$ cat src/rtl/shifter_pkg.sv
// Shared types and elaboration-time helpers for the pipelined base-3 barrel shifter.
// Mode encoding, the 2-bit base-3 digit type and digit-count / bookkeeping functions.
package shifter_pkg;

    typedef enum logic [1:0] {
        MODE_SLL = 2'b00,
        MODE_SRL = 2'b01,
        MODE_SRA = 2'b10,
        MODE_ROR = 2'b11
    } mode_e;

    // One base-3 digit; only 0..2 are ever produced.
    typedef logic [1:0] digit_t;

    function automatic int pow3(input int k);
        int p = 1;
        for (int i = 0; i < k; i++) p = p * 3;
        return p;
    endfunction

    // Smallest n with 3^n > width, so every amount 0..width has an n-digit base-3 form.
    function automatic int calc_num_digits(input int width);
        int n = 0;
        int p = 1;
        while (p <= width) begin
            p = p * 3;
            n = n + 1;
        end
        return n;
    endfunction

    // Stage k keeps only the digits k+1..n-1 still to be applied; all stages share one
    // triangular array, and this maps (stage k, digit d) to its slot.
    function automatic int rem_idx(input int n, input int k, input int d);
        return k * (n - 1) - (k * (k - 1)) / 2 + d - k - 1;
    endfunction

endpackage

$ cat src/rtl/shift_stage.sv
// One base-3 digit of the shifter: shifts data_in by digit * 3^STAGE through a 3:1 mux per bit.
// Rotate support is compiled in only when PIPELINED_SHIFTER_ROTATE_EN is defined.
module shift_stage
    import shifter_pkg::*;
#(
    parameter int WIDTH = 16,
    parameter int STAGE = 0
) (
    input  logic [WIDTH-1:0] data_in,
    input  mode_e            mode,
    input  digit_t           digit,
    output logic [WIDTH-1:0] data_out
);

    localparam int STEP = pow3(STAGE);

    // Called only with constant amounts, so each call reduces to fixed wiring.
    function automatic logic [WIDTH-1:0] shift_by(input logic [WIDTH-1:0] d,
                                                  input mode_e m,
                                                  input int amt);
        logic [WIDTH-1:0] r;
        case (m)
            MODE_SLL: r = d << amt;
            MODE_SRL: r = d >> amt;
            MODE_SRA: r = $signed(d) >>> amt;
`ifdef PIPELINED_SHIFTER_ROTATE_EN
            MODE_ROR: r = (d >> (amt % WIDTH)) | (d << ((WIDTH - amt % WIDTH) % WIDTH));
`endif
            default:  r = d;
        endcase
        return r;
    endfunction

    logic [WIDTH-1:0] sh_one;
    logic [WIDTH-1:0] sh_two;

    assign sh_one = shift_by(data_in, mode, STEP);
    assign sh_two = shift_by(data_in, mode, 2 * STEP);

    always_comb begin
        case (digit)
            2'd1:    data_out = sh_one;
            2'd2:    data_out = sh_two;
            default: data_out = data_in;
        endcase
    end

endmodule

$ cat src/rtl/pipelined_shifter.sv
// Pipelined shifter (SLL/SRL/SRA/ROR) with one base-3 digit per stage and valid/ready flow control.
// Define PIPELINED_SHIFTER_ROTATE_EN to enable ROR; otherwise Mode 11 passes the operand through.
module pipelined_shifter
    import shifter_pkg::*;
#(
    parameter  int WIDTH = 16,
    parameter  int TAG_W = 4,
    localparam int SHW   = $clog2(WIDTH) + 1
) (
    input  logic             Clk,
    input  logic             Rst,
    input  logic             InValid,
    output logic             InReady,
    input  logic [WIDTH-1:0] In,
    input  logic [SHW-1:0]   ShAmt,
    input  logic [1:0]       Mode,
    input  logic [TAG_W-1:0] TagIn,
    output logic             OutValid,
    input  logic             OutReady,
    output logic [WIDTH-1:0] Out,
    output logic [TAG_W-1:0] TagOut
);

    localparam int NUM_DIGITS = calc_num_digits(WIDTH);
    localparam int REM_TOTAL  = NUM_DIGITS * (NUM_DIGITS - 1) / 2;

    mode_e            in_mode;
    logic [SHW-1:0]   amt_eff;
    digit_t           in_digits [NUM_DIGITS];
    logic             advance;

    logic [NUM_DIGITS-1:0] valid_q, valid_d;
    logic [WIDTH-1:0]      data_q  [NUM_DIGITS];
    logic [WIDTH-1:0]      data_d  [NUM_DIGITS];
    logic [TAG_W-1:0]      tag_q   [NUM_DIGITS];
    logic [TAG_W-1:0]      tag_d   [NUM_DIGITS];
    mode_e                 mode_q  [NUM_DIGITS-1];
    mode_e                 mode_d  [NUM_DIGITS-1];
    digit_t                rem_q   [REM_TOTAL];
    digit_t                rem_d   [REM_TOTAL];

    logic [WIDTH-1:0] stage_in    [NUM_DIGITS];
    mode_e            stage_mode  [NUM_DIGITS];
    digit_t           stage_digit [NUM_DIGITS];
    logic [WIDTH-1:0] stage_out   [NUM_DIGITS];

    assign in_mode = mode_e'(Mode);

    // Logical/arithmetic shifts saturate at WIDTH (all fill); rotates wrap modulo WIDTH.
    always_comb begin
        amt_eff = (ShAmt > SHW'(WIDTH)) ? SHW'(WIDTH) : ShAmt;
        if (in_mode == MODE_ROR) begin
`ifdef PIPELINED_SHIFTER_ROTATE_EN
            amt_eff = ShAmt % SHW'(WIDTH);
`else
            amt_eff = '0;
`endif
        end
    end

    for (genvar k = 0; k < NUM_DIGITS; k++) begin : g_digit
        localparam int P = pow3(k);
        assign in_digits[k] = digit_t'((amt_eff / SHW'(P)) % SHW'(3));
    end

    for (genvar k = 0; k < NUM_DIGITS; k++) begin : g_stage
        if (k == 0) begin : g_first
            assign stage_in[k]    = In;
            assign stage_mode[k]  = in_mode;
            assign stage_digit[k] = in_digits[0];
        end else begin : g_next
            assign stage_in[k]    = data_q[k-1];
            assign stage_mode[k]  = mode_q[k-1];
            assign stage_digit[k] = rem_q[rem_idx(NUM_DIGITS, k - 1, k)];
        end

        shift_stage #(
            .WIDTH (WIDTH),
            .STAGE (k)
        ) u_stage (
            .data_in  (stage_in[k]),
            .mode     (stage_mode[k]),
            .digit    (stage_digit[k]),
            .data_out (stage_out[k])
        );
    end

    // A single global enable: the only back-pressure point is a held result at the output.
    assign OutValid = valid_q[NUM_DIGITS-1];
    assign Out      = data_q[NUM_DIGITS-1];
    assign TagOut   = tag_q[NUM_DIGITS-1];
    assign InReady  = !(OutValid && !OutReady);
    assign advance  = InReady;

    always_comb begin
        // NOTE: every _d starts as its _q, so a stalled cycle holds state and no path infers a latch.
        valid_d = valid_q;
        data_d  = data_q;
        tag_d   = tag_q;
        mode_d  = mode_q;
        rem_d   = rem_q;
        if (advance) begin
            valid_d[0] = InValid;
            data_d[0]  = stage_out[0];
            tag_d[0]   = TagIn;
            mode_d[0]  = in_mode;
            for (int d = 1; d < NUM_DIGITS; d++) begin
                rem_d[rem_idx(NUM_DIGITS, 0, d)] = in_digits[d];
            end
            for (int k = 1; k < NUM_DIGITS; k++) begin
                valid_d[k] = valid_q[k-1];
                data_d[k]  = stage_out[k];
                tag_d[k]   = tag_q[k-1];
            end
            for (int k = 1; k < NUM_DIGITS - 1; k++) begin
                mode_d[k] = mode_q[k-1];
                for (int d = k + 1; d < NUM_DIGITS; d++) begin
                    rem_d[rem_idx(NUM_DIGITS, k, d)] = rem_q[rem_idx(NUM_DIGITS, k - 1, d)];
                end
            end
        end
    end

    always_ff @(posedge Clk or posedge Rst) begin
        if (Rst) begin
            // NOTE: the stage arrays are a handful of pipeline flops, not a RAM, so they are all
            // cleared; Out and TagOut must read zero while in reset.
            valid_q <= '0;
            for (int k = 0; k < NUM_DIGITS; k++) begin
                data_q[k] <= '0;
                tag_q[k]  <= '0;
            end
            for (int k = 0; k < NUM_DIGITS - 1; k++) begin
                mode_q[k] <= MODE_SLL;
            end
            for (int i = 0; i < REM_TOTAL; i++) begin
                rem_q[i] <= '0;
            end
        end else begin
            // NOTE: non-blocking updates so every stage samples its neighbour's pre-edge value.
            valid_q <= valid_d;
            data_q  <= data_d;
            tag_q   <= tag_d;
            mode_q  <= mode_d;
            rem_q   <= rem_d;
        end
    end

endmodule

$ cat config.mk
export PLATFORM = sky130hd
export DESIGN_NAME = pipelined_shifter
export DESIGN_NICKNAME = d
export VERILOG_FILES = /design/src/rtl/shifter_pkg.sv /design/src/rtl/shift_stage.sv /design/src/rtl/pipelined_shifter.sv
export SDC_FILE = /design/constraint.sdc
export NUM_CORES = 1
export LEC_CHECK = 0
export CAP_MARGIN = 25
export CORE_MARGIN = 4
export CORE_UTILIZATION = 50
export DETAILED_ROUTE_END_ITERATION = 8
export PLACE_DENSITY = 0.76
export SETUP_SLACK_MARGIN = 0.1
export SLEW_MARGIN = 15
export SYNTH_ARGS = -nofsm -noshare
export SYNTH_HDL_FRONTEND = slang
export SYNTH_SLANG_ARGS = --single-unit
$ cat constraint.sdc
create_clock -name Clk -period 2.55 [get_ports Clk]
set_input_delay 0.255 -clock Clk [delete_from_list [all_inputs] [get_ports Clk]]
set_output_delay 0.255 -clock Clk [all_outputs]
set_load 0.02 [all_outputs]
## Word-level counts from Yosys, hierarchy flattened

Index checks and enable logic that the tools add are counted.

| operators by class | value |
|---|---|
| div/mod/pow operators | 5 |
| $lt $le $gt $ge | 1 |
| equal/unequal tests | 13 |
| mux-type cells | 11 |
| reductions and logical operators | 7 |

Operator list:

| operator | count |
|---|---|
| case mux 16 bit (3 select lines) | 5 |
| case mux 16 bit (2 select lines) | 4 |
| modulo 5 x 2 -> 5 bit, second input constant | 3 |
| == test 2 bit, second input constant | 7 |
| == test 2 x 1 -> 1 bit, second input constant | 6 |
| 2-to-1 mux 5 bit | 2 |
| zero test 2 bit | 3 |
| divider 5 x 2 -> 5 bit, second input constant | 1 |
| divider 5 x 4 -> 5 bit, second input constant | 1 |
| greater-than comparator 5 bit, second input constant | 1 |
| zero test 1 bit | 2 |
| OR reduction 2 bit | 1 |
| logical AND 1 bit | 1 |

| storage, ports and cells | value |
|---|---|
| register bits after elaboration | 73 |
| bits of input ports | 31 |
| word-level logic and storage cells | 49 |

## Logic depth before layout (Yosys ltp)

| logic depth | value |
|---|---|
| depth after elaboration | 6 |
| depth in mapped cells | 16 |
| gate-level depth less buffers | 13 |

## Hierarchy

From an unflattened synthesis, not the netlist that was laid out.

| unflattened totals | value |
|---|---|
| cell total of the unflattened synthesis | 710 |
| area, all modules | 5,397.7 µm² |

By module, submodules not included:

| module | times used | cells an instance | area each (µm²) | seq. area each (µm²) |
|---|---|---|---|---|
| pipelined_shifter | 1 | 375 | 3,281.9 | 1,826.8 |
| shift_stage (g_stage[0].u_stage) | 1 | 154 | 920.9 | 0.0 |
| shift_stage (g_stage[1].u_stage) | 1 | 136 | 829.5 | 0.0 |
| shift_stage (g_stage[2].u_stage) | 1 | 45 | 365.4 | 0.0 |

## Least setup slack after synthesis

No wires, ideal clock.

| timing | value |
|---|---|
| path kind | input to register |
| start point | input port ShAmt[2] |
| end point | register data_q[36] in the netlist's numbering |
| library setup time | 126 ps |
| arrival time | 2,923 ps |
| data required time | 2,424 ps |
| path slack | -499 ps |
| stages on the path | 15 |
| path buffers | 2 |
| cells stage by stage | and2b_4 -> mux2i_2 -> and2b_2 -> ha_1 -> a21oi_1 -> o221ai_2 -> nor2_4 -> mux2_1 -> ha_1 -> clkbuf_1 -> nor2_1 -> o21bai_1 -> clkbuf_1 -> a221oi_1 -> nor2_1 |

| on the way | value |
|---|---|
| longest elaborated chain between the ends | 6 |

Ends and longest elaborated chain:

| what | line | source |
|---|---|---|
| start: declaration | pipelined_shifter.sv:15 | `input logic [SHW-1:0] ShAmt,` |
| greater-than comparator 5 bit | pipelined_shifter.sv:51 | `amt_eff = (ShAmt > SHW'(WIDTH)) ? SHW'(WIDTH) : ShAmt;` |
| 2-to-1 mux 5 bit (*) | pipelined_shifter.sv:51 |  |
| 2-to-1 mux 5 bit (*) | pipelined_shifter.sv:52 | `if (in_mode == MODE_ROR) begin` |
| modulo 5 x 2 -> 5 bit (*) | pipelined_shifter.sv:63 | `assign in_digits[k] = digit_t'((amt_eff / SHW'(P)) % SHW'(3));` |
| == test 2 bit / == test 2 x 1 -> 1 bit (equally long branches) | shift_stage.sv:41 | `case (digit)` |
| case mux 16 bit (2 select lines) (*) | shift_stage.sv:41 |  |
| end signal: assignment | pipelined_shifter.sv:142 | `data_q <= data_d;` |
| end: declaration | pipelined_shifter.sv:33 | `logic [WIDTH-1:0] data_q [NUM_DIGITS];` |

Mark *: on every way between the ends. The rest lies on a longest branch, timed or not.
A chain may end at the register's enable or synchronous reset.

## Final worst setup path

| timing | value |
|---|---|
| start point | input port ShAmt[2] |
| end point | register data_q[43] in the netlist's numbering |

Same word-level chain as after synthesis.

==> flow_summary.toml <==
[pwr]
ir_drop_v = 0.0004432
p_leak_nw = 2.639
power_density_nw_per_um2 = 993.0
power_w = 0.006033

[place]
place.gp.congestion = 0.9113
numPortBuffers = 52
dpl_cell_area_sq_um = 5602
hpwl_microns = 8373
placedCellCount = 729

[outcome]
violations = "setup timing"
status = "finished with violations"

[sta]
worst_pin_slew_ns = 0.6518
setup_slack_ns = -0.06669
clock.fmax_mhz = 382.2
relSlewSlack = 0.5655
skew_ns = 0.007282
min_period_ns = 2.617
finalHoldViolations = 0
maxSlewViolCount = 0
holdWs_ns = 0.3077
finalSetupViolations = 14
rsz0062_at_grt = "true"
fin_crit_sh = 1.026

[cells_and_area]
final_area_sq_um = 6076
syn_to_final_growth_pct = 24.45
layout.nets = 665
instances_no_fill = 758
drive_above_1_share = 0.1749
final_util = 0.6483
antenna_cells = 0

[worst_setup_path]
ff2ff_path_depth = 5
cp_slowest_cell = "mux2_4"
crit_type = "in -> reg"
ff2ff_setup_slack_ns = 0.58
cp_data_arrival_time_ns = 2.85
crit_top_cell = "buf_12"
worst-endpoint-required_ns = 2.78
worstSetupEndpointType = "register"
cp_slowest_stage_delay_ns = 0.33
r2r_end = "data_q[20]"
critical_path.max_fanout = 5
critical_path_buf_inv_count = 4
regToRegStartpoint = "mode_q[3]"
cp_cell_sequence = "buf_8, buf_6, and2b_2, o21a_1, ha_2, xnor2_2, o21a_4, nor2_4, mux2_4, ha_4, o21bai_4, buf_12, buf_12, a221oi_4, nor2_1"
startpoint_type = "input port"
critical_path.top_delay_family = "compound AO/OA/AOI/OAI gates"

[synth]
avgSynthCellArea_sq_um = 8.346
synth_area_leaders = "dfrtp_1 37%, o21ai_0 7.8%, nand2_1 7.4%, mux2i_1 6.4%, o22ai_1 5.1%"
muxShareOfSynthArea = 0.06868
syn-num-nets = 625
synth-compound-area-share = 0.2614
synthCells = 585
yosysTopAreaCellShare = 0.3742
yosys_warnings = 0
synth_fa_ha_area_frac = 0.02717
synth_top_flop_cell = "dfrtp_1"
synth-edff-count = 0
netlist_area_sq_um = 4882
yosys.area_share.xor_xnor = 0.01230
seq_area_frac_synth = 0.3742
yosysTopAreaCell = "dfrtp_1"
synthArstFlopShare = 1.000
synthSimpleGateAreaFrac = 0.1722
synth_top_family_by_area = "compound AO/OA/AOI/OAI gates"
ys_seq_elements = 73
synth_cell_types = 57

[die]
die_h_microns = 106.8
rows = 35
dieArea_sq_um = 11410
die_w_microns = 106.8
io_pins = 53
coreArea_sq_um = 9371
start_util = 0.5210

[clock_tree]
cts_buffers = 9
holdBufCountCts = 0
h-tree-depth = 3
clock_path_buffers = 2
cts.sinks = 73
root_buffer = "clkbuf_8"
clkTransAtPathRegs_ns = 0.07
cts_tree = "yes"
clk-insertion-delay-late_ns = 0.34

[worst_hold_path]
hold_class = "in -> async"

[grt]
grt_overflow = 0
grt_first_pass_wirelength_microns = 20510
antenna_found_initial = 0
grt_max_degree = 96
grt.total_usage = 0.2197
grt_pass1_vias = 4258

[routing]
viasPerCell = 5.930
route.detailed.drc = 0
drt-total-wl_microns = 12330
drt-initial-drc-count = 317
ant_nets = 0
wire_per_inst_microns = 16.26
via_count = 4495
drtPass1Iterations = 5

[flow_run]
drv_cap = 0
[synth_stat cells (3+ instances only)]
| cell | n |
|---|---|
| a22o_1 | 11 |
| dfrtp_1 | 73 |
| and2_1 | 3 |
| o21ai_1 | 9 |
| nor2_1 | 39 |
| a21oi_1 | 21 |
| o21a_1 | 4 |
| inv_1 | 10 |
| nand2b_1 | 4 |
| a21o_1 | 3 |
| clkbuf_1 | 23 |
| o22ai_1 | 40 |
| ha_1 | 9 |
| a22oi_1 | 9 |
| xnor2_1 | 4 |
| mux2i_1 | 31 |
| and3_1 | 6 |
| or2_2 | 3 |
| a31oi_1 | 4 |
| buf_4 | 25 |
| nand3b_1 | 12 |
| buf_2 | 10 |
| buf_1 | 5 |
| a221oi_1 | 16 |
| o21ai_0 | 76 |
| nand2_1 | 96 |
[registers in the layout, indices dropped and copies added, names as in the netlist]
name and flops:
tag_q 8, Out 16, TagOut 4, data_q 32, mode_q 4, valid_q 3
rem_q 6
[tightest hold or removal path: stages]
cell and delay, ns:
clkdlybuf4s50_1 0.42, inv_2 0.07, buf_12 0.31
[per-stage QoR]
| stage | worst slack [ns] | setup TNS [ns] |
|---|---|---|
| after floorplan | -0.2388 | -3.006 |
| after global placement | -0.6910 | -11.14 |
| after detailed placement | -0.7951 | -12.65 |
| after CTS | -0.06559 | -0.1458 |
| after global routing | -0.1885 | -2.212 |
| final | -0.06669 | -0.4584 |
[placed cells by master, fill, tap and decap left out, types with 4 or more instances in the layout]
master and count:
o22ai_1 40, nor2_1 38, buf_4 30, dfrtp_1 73, buf_12 6, a22oi_1 9
a21oi_1 19, a221oi_1 4, a221oi_2 10, inv_1 9, o21ai_0 73, and3_1 6
a31oi_1 4, nand2_1 96, clkdlybuf4s50_1 46, a22o_1 10, nand3b_1 12, clkbuf_8 10
mux2i_1 31, ha_1 5, o21a_1 4, o21ai_1 12, buf_6 4
[logic make-up after synthesis]
group           count (synthesis)
compound gates                203
simple gates                  182
buf+inv                        77
flops                          73
mux                            33
fa+ha+maj                      11
xor+xnor                        6
[routing by layer]
layer / wire length (microns) / global-route usage
met5: 0 / 0
met4: 260 / 0.07215
met3: 518 / 0.03612
met2: 6210 / 0.3741
met1: 5335 / 0.2848
[worst max-delay path by stage]
stage / slack [ns] / from / to / cells past startpoint
2_1_floorplan: -0.24 / ShAmt[2] / data_q[42] / 15
3_3_place_gp: -0.69 / ShAmt[2] / data_q[35] / 15
3_5_place_dp: -0.80 / ShAmt[3] / data_q[35] / 14
4_1_cts: -0.07 / ShAmt[2] / data_q[43] / 15
5_1_grt: -0.19 / ShAmt[2] / data_q[43] / 18
6_report: -0.07 / ShAmt[2] / data_q[43] / 15
[timing repair]
| item | 4_1_cts | 5_1_grt |
|---|---|---|
| setup endpoints to repair | 18 | 16 |
| buffers inserted | 9 | 3 |
| gates cloned | 2 | 0 |
| gates resized for setup | 30 | 10 |
| pin swaps | 17 | 12 |
[power by group]
part | total [W] | switching [W] | leakage [nW] | internal, W
registers | 0.00205 | 0.000424 | 0.895 | 0.00163
clock network | 0.00109 | 0.000418 | 0.122 | 0.000671
logic | 0.00289 | 0.00158 | 1.62 | 0.00131
[area by class of cell]
cell class / instances / area (sq um)
inverter: 12 / 45.04
clock buffer: 10 / 137.6
fill: 807 / 3296
clock inverter: 5 / 103.9
timing repair buffer: 94 / 959.7
tap: 129 / 161.4
sequential: 73 / 1827
multi-input combinational: 435 / 2841
(Power assumes the default switching activity.)
